--- config.mk ---
export PLATFORM = sky130hd
export DESIGN_NAME = piso
export DESIGN_NICKNAME = d
export VERILOG_FILES = /design/src/rtl/piso_pkg.sv /design/src/rtl/piso.sv
export SDC_FILE = /design/constraint.sdc
export NUM_CORES = 1
export LEC_CHECK = 0
export CORE_AREA = 2 2 227 229
export DETAILED_ROUTE_END_ITERATION = 8
export DIE_AREA = 0 0 229 231
export MAX_ROUTING_LAYER = met4
export PLACE_DENSITY = 0.74
export SYNTH_ARGS = -nofsm -noshare
export SYNTH_HDL_FRONTEND = slang
export SYNTH_SLANG_ARGS = --single-unit
--- constraint.sdc ---
create_clock -name clk_i -period 5.3 [get_ports clk_i]
set_clock_uncertainty 0.1 [all_clocks]
set_input_delay 0.53 -clock clk_i [delete_from_list [all_inputs] [get_ports clk_i]]
set_output_delay 0.53 -clock clk_i [all_outputs]
set_load 0.02 [all_outputs]
--- src/rtl/piso_pkg.sv ---
// Shared definitions for the SIPO/PISO packer pair: default geometry and the unpacker FSM state.
package piso_pkg;

    localparam int unsigned SIZE_OF_OUTPUT_DEF = 64;
    localparam int unsigned SIZE_OF_BUFFER_DEF = 8;

    typedef enum logic {
        EMPTY = 1'b0,
        DRAIN = 1'b1
    } piso_state_t;

endpackage

--- src/rtl/piso.sv ---
// Parallel-in serial-out unpacker: loads SIZE_OF_BUFFER slices at once and emits them LSB slice first.
module piso
    import piso_pkg::*;
#(
    parameter int unsigned SIZE_OF_OUTPUT = SIZE_OF_OUTPUT_DEF,
    parameter int unsigned SIZE_OF_BUFFER = SIZE_OF_BUFFER_DEF
) (
    input  logic                                 clk_i,
    input  logic                                 rst_i,
    input  logic                                 wr_en_i,
    input  logic [SIZE_OF_OUTPUT*SIZE_OF_BUFFER-1:0] data_i,
    input  logic                                 rd_en_i,
    output logic [SIZE_OF_OUTPUT-1:0]            data_o,
    output logic                                 valid_o,
    output logic                                 ready_o,
    output logic                                 is_empty_o,
    output logic                                 is_full_o,
    output logic [3:0]                           count_o
);

    localparam int unsigned TOTAL_W  = SIZE_OF_OUTPUT * SIZE_OF_BUFFER;
    localparam logic [3:0]  FULL_CNT = 4'(SIZE_OF_BUFFER);

    piso_state_t        state_q, state_d;
    logic [3:0]         count_q, count_d;
    logic [TOTAL_W-1:0] shift_q, shift_d;
    logic               last_pop;

    // Down-count that holds at zero instead of wrapping.
    function automatic logic [3:0] cnt_dec(input logic [3:0] c);
        return (c == 4'd0) ? 4'd0 : c - 4'd1;
    endfunction

    assign last_pop = (count_q == 4'd1) && rd_en_i;
    assign ready_o  = (count_q == 4'd0) || last_pop;

    always_comb begin
        state_d = state_q;
        count_d = count_q;
        shift_d = shift_q;
        unique case (state_q)
            EMPTY: begin
                if (wr_en_i) begin
                    shift_d = data_i;
                    count_d = FULL_CNT;
                    state_d = DRAIN;
                end
            end
            DRAIN: begin
                if (rd_en_i) begin
                    // Popping the last word frees the register for a same-cycle load.
                    if (last_pop && wr_en_i) begin
                        shift_d = data_i;
                        count_d = FULL_CNT;
                    end else begin
                        shift_d = shift_q >> SIZE_OF_OUTPUT;
                        count_d = cnt_dec(count_q);
                        if (count_q == 4'd1) begin
                            state_d = EMPTY;
                        end
                    end
                end
            end
            default: state_d = EMPTY;
        endcase
    end

    always_ff @(posedge clk_i or negedge rst_i) begin
        if (!rst_i) begin
            state_q <= EMPTY;
            count_q <= 4'd0;
            shift_q <= '0;
        end else begin
            state_q <= state_d;
            count_q <= count_d;
            shift_q <= shift_d;
        end
    end

    assign data_o     = shift_q[SIZE_OF_OUTPUT-1:0];
    assign valid_o    = (count_q != 4'd0);
    assign is_empty_o = (count_q == 4'd0);
    assign is_full_o  = (count_q == FULL_CNT);
    assign count_o    = count_q;

endmodule

==> flow_metrics.py <==
metrics = {
    "outcome": {
        "run_status": "completed",
    },
    "detailed_routing": {
        "via_count": 16900,
        "first_pass_iters": 5,
        "post_drt_via_cell_ratio": 5.79,
        "drc": 0,
        "totalWireLength_um": 69300,
        "drt_iter0_markers": 1562,
        "avgRoutedWirePerCell_um": 23.7,
        "ant_nets": 0,
    },
    "final_layout": {
        "area_delta_synth_final_pct": 33.1,
        "layout_commonest_cell": "clkdlybuf4s50_1",
        "nets": 2688,
        "layout_common_cells": "clkdlybuf4s50_1, dfrtp_1, and2_1, a221o_1, a22o_1",
        "postLayoutCoreUtil_pct": 59.0,
        "drive_gt1_share_pct": 4.93,
        "layout.cells.non_filler": 2922,
    },
    "floorplan": {
        "die_y_um": 231,
        "ios": 588,
        "start_util_pct": 44.4,
        "dieArea_um2": 52900,
        "core_area_um2": 50700,
        "num_rows": 83,
        "die_x_um": 229,
    },
    "setup_path": {
        "critPathLaunchType": "flip-flop",
        "rrSetupSlack_ns": 2.65,
        "slowest_stage": "or4_1",
        "crit_path_max_fanout": 9,
        "endpoint_kind": "output pin",
        "worstReg2RegStart": "count_o[2]$_DFFE_PN0P_",
        "crit_arrival_ns": 2.39,
        "required_ns": 4.67,
        "reg2reg_depth": 4,
        "crit_type": "flip-flop to output pin",
        "worstPathCellList": "or4_1, nand2_1, clkdlybuf4s50_1",
        "r2r_end": "shift_q[19]$_DFFE_PN0P_",
        "slowest_delay_ns": 0.61,
    },
    "sta": {
        "tightest_slew_ns": 1.11,
        "min_period_over_period_pct": 56.9,
        "hold_viol_final": 0,
        "setup_viol": 0,
        "drv_slew": 0,
        "final.setup.worst_slack_ns": 2.28,
        "max_freq_ghz": 0.331,
        "tns_ns": 0,
        "slew_headroom_pct": 25.6,
        "fin_crit_ns": 3.02,
        "rsz0062_at_grt": "no",
    },
    "synthesis": {
        "synthesis.nets": 2246,
        "syn_inst": 1730,
        "synth-seq-cells": 517,
        "ys_seq_area_share_pct": 57.6,
        "synth_area_um2": 22500,
        "synth_cell_types": 27,
        "syn_avg_cell_area_um2": 13.0,
        "yosys_warnings": 0,
    },
    "pwr": {
        "p_clk_share_pct": 26.3,
        "swShare_pct": 30.5,
        "vdd_drop_max_uv": 323,
        "seq_power_share_pct": 44.3,
        "powerDensity_nw_per_um2": 472,
        "total_power_w": 0.0141,
        "p_comb_share_pct": 29.4,
        "leakagePower_nw": 13.3,
        "p_sw_w": 0.00431,
        "p_int_w": 0.00982,
    },
    "flow_run": {
        "cap_violations": 0,
    },
    "global_route": {
        "antenna_found_initial": 33,
        "gr-total-overflow": 0,
        "grt_pass1_wl_um": 104000,
        "grt_max_degree": 165,
        "grt_pass1_vias": 16900,
        "track_usage_pct": 26.2,
    },
    "clock_tree": {
        "clkLatencyLatePin_ns": 0.58,
        "cts_repair_resize_count": 0,
        "cts.path.max_buffers": 3,
        "clock-sinks": 517,
        "clock-root-buffer": "clkbuf_16",
        "tritoncts": "yes",
        "h-tree-depth": 2,
        "cts_setup_buffers": 0,
        "cts_buffers": 54,
        "path_clk_slew_ns": 0.06,
    },
    "placed_design": {
        "placed_cells": 2795,
        "dp_hpwl_um": 47600,
        "post-place-ws_ns": 2.00,
        "finalWeightedCongestion": 0.934,
        "port_buffers": 587,
    },
    "hold_path": {
        "worstHoldPathType": "flip-flop to flip-flop",
        "min_to": "shift_q[354]$_DFFE_PN0P_",
        "hp-start": "shift_q[418]$_DFFE_PN0P_",
        "whs_path_depth": 1,
    },
}
## area by class of cell
cell class	count	area, um^2
diodes	33	82.6
clock buffers	85	1660
clock inverters	8	68.8
fillers	4131	20800
inverters	1	3.75
multi-input cells	984	8050
flip-flops and latches	517	12900
well taps	680	851
repair buffers	614	6260
## power groups by stage
stage | Clock (W) | Combinational, W | Sequential (W)
floorplan | 0 | 0.00316 | 0.00583
detailed placement | 0 | 0.00413 | 0.00627
global placement | 0 | 0.00401 | 0.00622
finish | 0.00372 | 0.00415 | 0.00626
global route | 0.00396 | 0.00450 | 0.00639
CTS | 0.00380 | 0.00417 | 0.00622
## kinds of logic (layout without fill, tap and decap cells)
kind of cell / after synthesis / in the layout / share of synthesized area, %
compound gates: 522 / 522 / 22.8
flops: 517 / 517 / 57.6
simple gates: 461 / 461 / 12.8
buf+inv: 229 / 708 / 6.78
mux: 1 / 1 / 0.0445
other cells: 0 / 33 / 0
## synthesized netlist by cell type
library cell	count	area (um^2)
and2_1	448	2800
inv_1	1	3.75
a41oi_2	1	16.3
and3_1	1	6.26
buf_6	47	529
a41o_1	1	10.0
buf_4	65	488
nand3_1	1	5.00
a22o_1	64	561
or4_1	1	7.51
dfrtp_1	517	12900
nand2b_1	1	6.26
clkbuf_1	61	229
o21a_1	1	7.51
nor4b_1	1	8.76
nand2_1	4	15.0
nor2b_4	1	13.8
nor2_1	2	7.51
a21o_1	1	7.51
o41ai_1	2	17.5
o21ai_0	3	15.0
buf_2	54	270
o311ai_0	1	8.76
buf_1	1	3.75
nor2b_1	1	6.26
a221o_1	448	4480
mux2i_1	1	10.0
## sequential cells by signal, indices dropped and copies added, names as in the netlist
register and flops:
shift_q 512, count_o 4, state_q 1
## through the flow
step	hold slack [ns]	instance area, um^2
finish	0.391	29900
global route	0.401	29900
CTS	0.393	29800
detailed placement	0.380	28100
global placement	0.375	28100
floorplan	0.134	22500
## worst max path at each step
| stage | start | to | cells after the start |
|---|---|---|---|
| CTS | count_o[1]$_DFFE_PN0P_ | ready_o | 3 |
| detailed placement | rd_en_i | shift_q[86]$_DFFE_PN0P_ | 5 |
| global route | count_o[1]$_DFFE_PN0P_ | ready_o | 3 |
| floorplan | count_o[0]$_DFFE_PN0P_ | ready_o | 3 |
| global placement | rd_en_i | shift_q[5]$_DFFE_PN0P_ | 5 |
| finish | count_o[1]$_DFFE_PN0P_ | ready_o | 3 |
## critical path, delay by kind of cell, from the launching register on
family | cells | cell delay, ns
flops | 1 | 0.50
simple gates | 2 | 0.70
buf+inv | 1 | 0.60
## per-layer routing
layer | wire length (um) | GRT usage (%) | vias up
met1 | 31200 | 36.6 | 8535
met5 | 0 | - | -
li1 | - | - | 7532
met3 | 4500 | 4.84 | 150
met2 | 30700 | 36.7 | 715
met4 | 2850 | 12.9 | 0
## timing repair
action / in CTS / in global routing
hold buffers: 1 / 0
endpoints found under the hold margin: 87 / 0
setup endpoints to repair: 0 / 0
(Power assumes the default switching activity.)
